<file path="config.mk">
export PLATFORM = sky130hd
export DESIGN_NAME = trip_status_generator
export DESIGN_NICKNAME = d
export VERILOG_FILES = /design/src/rtl/trip_status_generator.sv
export SDC_FILE = /design/constraint.sdc
export NUM_CORES = 1
export LEC_CHECK = 0
export BUFFER_PORTS_ARGS = -buffer_cell sky130_fd_sc_hd__buf_2
export CORE_MARGIN = 10
export CORE_UTILIZATION = 35
export CTS_CLUSTER_DIAMETER = 40
export DETAILED_ROUTE_END_ITERATION = 8
export HOLD_SLACK_MARGIN = 0.06
export PLACE_DENSITY = 0.53
export SLEW_MARGIN = 20
export SYNTH_ARGS = -nofsm -noshare
export SYNTH_HDL_FRONTEND = slang
export SYNTH_SLANG_ARGS = --single-unit
</file>
<file path="constraint.sdc">
create_clock -name clk -period 2.65 [get_ports clk]
set_input_delay 0.53 -clock clk [delete_from_list [all_inputs] [get_ports clk]]
set_output_delay 0.53 -clock clk [all_outputs]
set_load 0.01 [all_outputs]
</file>
<file path="src/rtl/trip_status_generator.sv">
// Trip/thermal status producer: counts a trip down to its destination while burning fuel,
// and raises a hysteresis-filtered CPU overheat flag independently of the trip FSM.
module trip_status_generator #(
    parameter int unsigned DIST_W   = 16,
    parameter int unsigned FUEL_W   = 8,
    parameter int unsigned TEMP_W   = 8,
    parameter int unsigned BURN_DIV = 4,
    parameter int unsigned TEMP_HI  = 100,
    parameter int unsigned TEMP_LO  = 90
) (
    input  logic              clk,
    input  logic              reset,
    input  logic              load,
    input  logic [DIST_W-1:0] dest_dist,
    input  logic [FUEL_W-1:0] fuel_init,
    input  logic              keep_driving,
    input  logic              shut_off_computer,
    input  logic [TEMP_W-1:0] temp,
    output logic              arrived,
    output logic              gas_tank_empty,
    output logic              cpu_overheated,
    output logic [DIST_W-1:0] odometer,
    output logic [FUEL_W-1:0] fuel_level,
    output logic [1:0]        trip_state
);

    localparam int unsigned BURN_W = (BURN_DIV > 1) ? $clog2(BURN_DIV) : 1;
    localparam logic [BURN_W-1:0] BURN_LAST = BURN_W'(BURN_DIV - 1);
    localparam logic [TEMP_W-1:0] HI_THR    = TEMP_W'(TEMP_HI);
    localparam logic [TEMP_W-1:0] LO_THR    = TEMP_W'(TEMP_LO);

    typedef enum logic [1:0] {
        S_IDLE     = 2'd0,
        S_DRIVING  = 2'd1,
        S_ARRIVED  = 2'd2,
        S_STRANDED = 2'd3
    } trip_state_t;

    trip_state_t       r_state;
    trip_state_t       w_state_nxt;
    logic [DIST_W-1:0] r_remaining;
    logic [DIST_W-1:0] w_remaining_nxt;
    logic [DIST_W-1:0] r_odometer;
    logic [DIST_W-1:0] w_odometer_nxt;
    logic [FUEL_W-1:0] r_fuel;
    logic [FUEL_W-1:0] w_fuel_nxt;
    logic [BURN_W-1:0] r_burn_cnt;
    logic [BURN_W-1:0] w_burn_nxt;
    logic              r_arrived;
    logic              r_empty;
    logic              r_overheated;
    logic              w_advance;

    assign w_advance = (r_state == S_DRIVING) && keep_driving && !shut_off_computer;

    always_comb begin
        w_state_nxt     = r_state;
        w_remaining_nxt = r_remaining;
        w_odometer_nxt  = r_odometer;
        w_fuel_nxt      = r_fuel;
        w_burn_nxt      = r_burn_cnt;
        if (load) begin
            w_remaining_nxt = dest_dist;
            w_fuel_nxt      = fuel_init;
            w_odometer_nxt  = '0;
            w_burn_nxt      = '0;
            if (dest_dist == '0)
                w_state_nxt = S_ARRIVED;
            else if (fuel_init == '0)
                w_state_nxt = S_STRANDED;
            else
                w_state_nxt = S_DRIVING;
        end else if (w_advance) begin
            if (r_remaining != '0)
                w_remaining_nxt = r_remaining - 1'b1;
            if (r_odometer != '1)
                w_odometer_nxt = r_odometer + 1'b1;
            if (r_burn_cnt == BURN_LAST) begin
                w_burn_nxt = '0;
                if (r_fuel != '0)
                    w_fuel_nxt = r_fuel - 1'b1;
            end else begin
                w_burn_nxt = r_burn_cnt + 1'b1;
            end
            // Arrival outranks running dry when both happen on the same step
            if (w_remaining_nxt == '0)
                w_state_nxt = S_ARRIVED;
            else if (w_fuel_nxt == '0)
                w_state_nxt = S_STRANDED;
        end
    end

    always_ff @(posedge clk) begin
        if (reset) begin
            r_state     <= S_IDLE;
            r_remaining <= '0;
            r_odometer  <= '0;
            r_fuel      <= '0;
            r_burn_cnt  <= '0;
            r_arrived   <= 1'b0;
            r_empty     <= 1'b1;
        end else begin
            r_state     <= w_state_nxt;
            r_remaining <= w_remaining_nxt;
            r_odometer  <= w_odometer_nxt;
            r_fuel      <= w_fuel_nxt;
            r_burn_cnt  <= w_burn_nxt;
            r_arrived   <= (w_state_nxt == S_ARRIVED);
            r_empty     <= (w_fuel_nxt == '0);
        end
    end

    // Between the thresholds the flag keeps its previous value
    always_ff @(posedge clk) begin
        if (reset)
            r_overheated <= 1'b0;
        else if (temp >= HI_THR)
            r_overheated <= 1'b1;
        else if (temp <= LO_THR)
            r_overheated <= 1'b0;
    end

    assign arrived        = r_arrived;
    assign gas_tank_empty = r_empty;
    assign cpu_overheated = r_overheated;
    assign odometer       = r_odometer;
    assign fuel_level     = r_fuel;
    assign trip_state     = r_state;

endmodule
</file>
# [Word level (Yosys, flattened, before mapping)]
# Index checks and enable logic that the tools add are counted.
[classes] n_addsub=4 multipliers=0 div=0 n_lt_le_gt_ge=2 eq_ne=4 n_shift=0 muxes=20 n_bitwise=0 reduce_logical=14
[op_table] operator="$mux 16" n=5
[op_table] operator="$mux 8" n=6
[op_table] operator="$logic_not 16->1" n=2
[op_table] operator="$logic_not 8->1" n=3
[op_table] operator="$add 16x1->16 const B" n=1
[op_table] operator="$ne 16x16->1 const B" n=1
[op_table] operator="$reduce_bool 16->1" n=1
[op_table] operator="$sub 16x1->16 const B" n=1
[op_table] operator="$mux 2" n=7
[op_table] operator="$ge 8x7->1 const B" n=1
[op_table] operator="$le 8x7->1 const B" n=1
[op_table] operator="$reduce_bool 8->1" n=1
[op_table] operator="$sub 8x1->8 const B" n=1
[op_table] operator="$eq 2x2->1 const B" n=2
[op_table] operator="$reduce_bool 2->1" n=2
[op_table] operator="$add 2x1->2 const B" n=1
[op_table] operator="$eq 2x1->1 const B" n=1
[op_table] operator="$logic_and 1x1->1" n=2
[op_table] operator="$mux 1" n=2
[op_table] operator="$reduce_and 2->1" n=1
[op_table] operator="$reduce_or 2->1" n=1
[op_table] operator="$logic_not 1->1" n=1
[word_totals] reg_bits=47 latchBits=0 mem_bits_rw=0 mem_bits_ro=0 in_bits=37 output_inout_bits=29 elab_cells=52 memories=0

# [Depth between registers and ports, before layout]
[logic_depth] depth_word=11 depth_mapped=9

# [Worst setup path before layout]
# No wires, ideal clock.
[synth_timing] path_type="register -> register" from="register r_remaining[0]" to="register r_state[1], in the netlist trip_state[1]" setup_time_ns=0.086 arrival_ns=2.297 required_ns=2.564 slack_ns=0.266 stages_incl_launch_ff=10 path_cell_list="dfxtp_1 > inv_1 > ha_1 > or4b_1 > buf_2 > nor4_4 > nor3_2 > a2111oi_4 > a41oi_2 > a221oi_2"
[synth_via] elab_chain_cells=8 elab_cells_between_ends=9 classes_between="add/sub (1); mux (6); reduce/logical (2)"
[synth_rtl] item="from (decl)" line="41" source="logic [DIST_W-1:0] r_remaining;"
[synth_rtl] item="from (signal assigned)" line="104" source="r_remaining <= w_remaining_nxt;"
[synth_rtl] item="$sub 16x1->16 / $reduce_bool 16->1 (equally long branches)" line="75, 74"
[synth_rtl] item="$mux 16 (*)" line="74" source="if (r_remaining != '0)"
[synth_rtl] item="$mux 16 (*)" line="73" source="end else if (w_advance) begin"
[synth_rtl] item="$mux 16 (*)" line="62" source="if (load) begin"
[synth_rtl] item="$logic_not 16->1 (*)" line="86" source="if (w_remaining_nxt == '0)"
[synth_rtl] item="$mux 2 (*)" line="86"
[synth_rtl] item="$mux 2 (*)" line="73"
[synth_rtl] item="$mux 2 (*)" line="62"
[synth_rtl] item="to (signal assigned)" line="103" source="r_state <= w_state_nxt;"
[synth_rtl] item="to (decl)" line="39" source="trip_state_t r_state;"
# Mark *: on every way between the ends. The rest lies on a longest branch, timed or not. The select of a mux whose other input is x is not followed.
# A chain may end at the register's enable or synchronous reset.

# [Worst setup path after layout]
# Ends and elaborated chain as after synthesis.

==> metrics.md <==
| Metric | Value |
|---|---|
| TritonRoute pass-1 iters | 4 |
| Quantity of gates resized following cts | 0 |
| CP required | 2870 ps |
| Worst Path Max Fanout | 6 |
| Total power | 1.58 mW |
| Vias in the first global route | 3029 |
| Synth Area per Inst | 7.83 sq um |
| Wirelength, routed | 8800 um |
| WHS | 432 ps |
| Post-synth EDFFs | 0 |
| Antenna violations before repair | 0 |
| Clock sink total | 47 |
| Xor-xnor portion of the synthesized cell area | 0.0740 |
| Via count | 3027 |
| Initial DRC Count | 177 |
| Post-synth top flop | dfxtp_1 |
| Final Util | 0.434 |
| Post-DP Area | 3470 sq um |
| Largest delay contributor family on the critical path | simple AND/OR/NAND/NOR gates |
| TritonCTS clock tree | yes |
| Fin nets | 485 |
| Worst-skew pair later-pin latency | 310 ps |
| Reg clk slew, reported paths | 90 ps |
| Highest routed layer | met4 |
| Antenna-violating nets left | 0 |
| Relative slew slack | 0.584 |
| Gate Count Post-Synth | 378 |
| Final setup TNS | 0 ps |
| DR WL met3 | 669 um |
| Detailed placement HPWL | 6760 um |
| Setup Fix Bufs, Post-CTS | 0 |
| Post-synthesis adder-cell area fraction | 0.0169 |
| Post-Route M1 WL | 4430 um |
| PwrDens | 442 nW/um^2 |
| IO Port Bufs | 65 |
| Die extent in y | 112 um |
| Period utilization | 0.936 |
| Mapped Area | 2960 sq um |
| Status | finished clean |
| Worst-path cell chain | inv_1, ha_2, or4b_4, nor4_4, nor3_2, a2111oi_4, a41oi_2, a221oi_2 |
| CTS Buffer Depth | 2 |
| Hold Vio Cnt, Final | 0 |
| Peak VDD IR | 0.213 mV |
| Total CTS buffers | 5 |
| Setup Skew | 13.1 ps |
| Num rows | 33 |
| Setup crit start | r_remaining[0] |
| Yosys warnings | 0 |
| FMAX | 403 MHz |
| Total gr overflow | 0 |
| IO Pins | 66 |
| Design area | 3570 sq um |
| Finish-stage setup viols | 0 |
| Total Routing Usage GR | 0.138 |
| Non-filler cells, final | 550 |
| Worst Hold Launch | temp[7] |
| Critical path class | reg -> reg |
| DRC errors left | 0 |
| Post-synthesis sequential area ratio | 0.318 |
| Worst path arrival time | 2710 ps |
| Worst path max stage delay | 530 ps |
| Minimum clock period | 2480 ps |
| Core area | 8220 sq um |
| Worst-margin pin slew | 620 ps |
| Setup slack at placement | 133 ps |
| R2R Path Start | r_remaining[0] |
| Die Area | 12500 sq um |
| Placed insts | 542 |
| Leakage | 1.41 nW |
| Antenna Diode Count | 0 |
| Crit path buffers/inverters | 1 |
| FF+latch count, synth | 47 |
| Root Buffer Master | clkbuf_8 |
| Max cap viols | 0 |
| Placer Congestion | 0.899 |
| Via density | 5.50 |
| Slowest CP cell | or4b_4 |
| Layout cells sized above 1 | 0.243 |
| Main combinational cell family by area after synthesis | simple AND/OR/NAND/NOR gates |
| CTS Hold Bufs | 0 |
| Fin. max-slew vios | 0 |
| Setup slack after layout | 169 ps |
| Async SR Flop Fraction | 0 |
| Hold WC Path Type | in -> reg |
| Syn nets | 419 |
| Post-synthesis mux area share | 0.0169 |
| Worst Setup End Kind | register |
| Complex-gate fraction of the synthesized area | 0.204 |
| Unrepaired setup endpoints after global routing | no |
| Avg WL per Cell | 16.0 um |
| Starting Density | 0.360 |
| Synth Area in Simple Gates | 0.322 |
| Met2 wire length | 3650 um |
| CTS HTree Levels | 2 |
| Startpoint Class | register |
| Chip width | 112 um |
| First-pass GRT wire length | 15000 um |
| Layout area overhead | 20.5% |
| Largest net degree at the start of global routing | 24 |
| Netlist cell types | 63 |
==> power breakdown <==
part | switching [mW] | internal [mW] | total, mW
Combinational | 0.191 | 0.146 | 0.338
Clock | 0.274 | 0.189 | 0.464
Sequential | 0.0406 | 0.734 | 0.775
==> cell usage in the layout, fill, tap and decap left out, drive strengths merged, types with 4 or more instances in the layout <==
master  instances
a31oi           7
clkbuf          5
a21oi          23
nand4           7
xor2           15
nand2          29
inv            10
buf            85
nor3           23
nand3          17
dfxtp          47
nor2b           4
or4             5
and3            4
or3             8
a211oi         11
mux2i           5
a311oi          4
nor4           12
o21ai           9
nor2           53
ha              4
xnor2          10
==> routing by layer <==
layer  track usage  up-vias
met5             0        -
met4        0.0279        0
met3        0.0424        5
met2         0.205       92
met1         0.191     1399
li1              -     1531
==> worst register-to-register path: cells and delay by family (launching register included) <==
kind | cells | cell delay (ps)
AND/OR/NAND/NOR | 3 | 940
AO/OA/AOI/OAI | 3 | 780
flip-flops | 1 | 330
adder cells (fa/ha/maj) | 1 | 230
buffers and inverters | 1 | 130
==> flip-flops by register name, indices dropped and copies added, names as in the netlist <==
name / count
fuel_level: 8
r_remaining: 16
trip_state: 2
arrived: 1
r_burn_cnt: 2
gas_tank_empty: 1
odometer: 16
cpu_overheated: 1
==> path summary, 6_finish.rpt <==
path                                  endpoint  slack (ps)  cells past startpoint
worst max-delay path             trip_state[1]         170                      8
worst min-delay path            cpu_overheated         430                      3
worst max register to register   trip_state[1]         170                      8
worst min register to register   r_burn_cnt[1]         470                      2
==> synth_stat cells (3+ instances only) <==
master    instances  area share
a311oi_1          4       0.012
a21oi_1          23       0.039
a31oi_1           7       0.015
dfxtp_1          47        0.32
nand2_1          29       0.037
and4_1            3      0.0089
or4_1             5       0.013
nor2b_1           4      0.0085
mux2i_1           5       0.017
nor3b_1           3      0.0076
nor3_1           20       0.034
o21ai_0           8       0.014
nor3_2            3       0.010
nor2_1           53       0.067
xnor2_1          10       0.030
a211oi_1         11       0.028
nand3_1          17       0.029
inv_1             8       0.010
ha_1              4       0.017
xor2_1           15       0.044
or3_1             8       0.017
clkbuf_1         21       0.027
nand4_1           7       0.015
nor4_1           10       0.021
and3_1            4      0.0085
==> layout make-up <==
class | count | area (sq um)
clock buffers | 5 | 68.8
clock inverters | 3 | 23.8
fillers | 852 | 4650
inverters | 9 | 33.8
multi-input cells | 296 | 1880
flip-flops and latches | 47 | 941
well taps | 105 | 131
repair buffers | 85 | 488
==> cells by family (layout without fill, tap and decap cells) <==
family | count (synthesis) | count (layout)
compound gates | 82 | 82
xor+xnor | 25 | 25
fa+ha+maj | 4 | 4
buf+inv | 35 | 102
flops | 47 | 47
mux | 5 | 5
simple gates | 180 | 180
No activity file was read; power rests on OpenSTA's default activity.
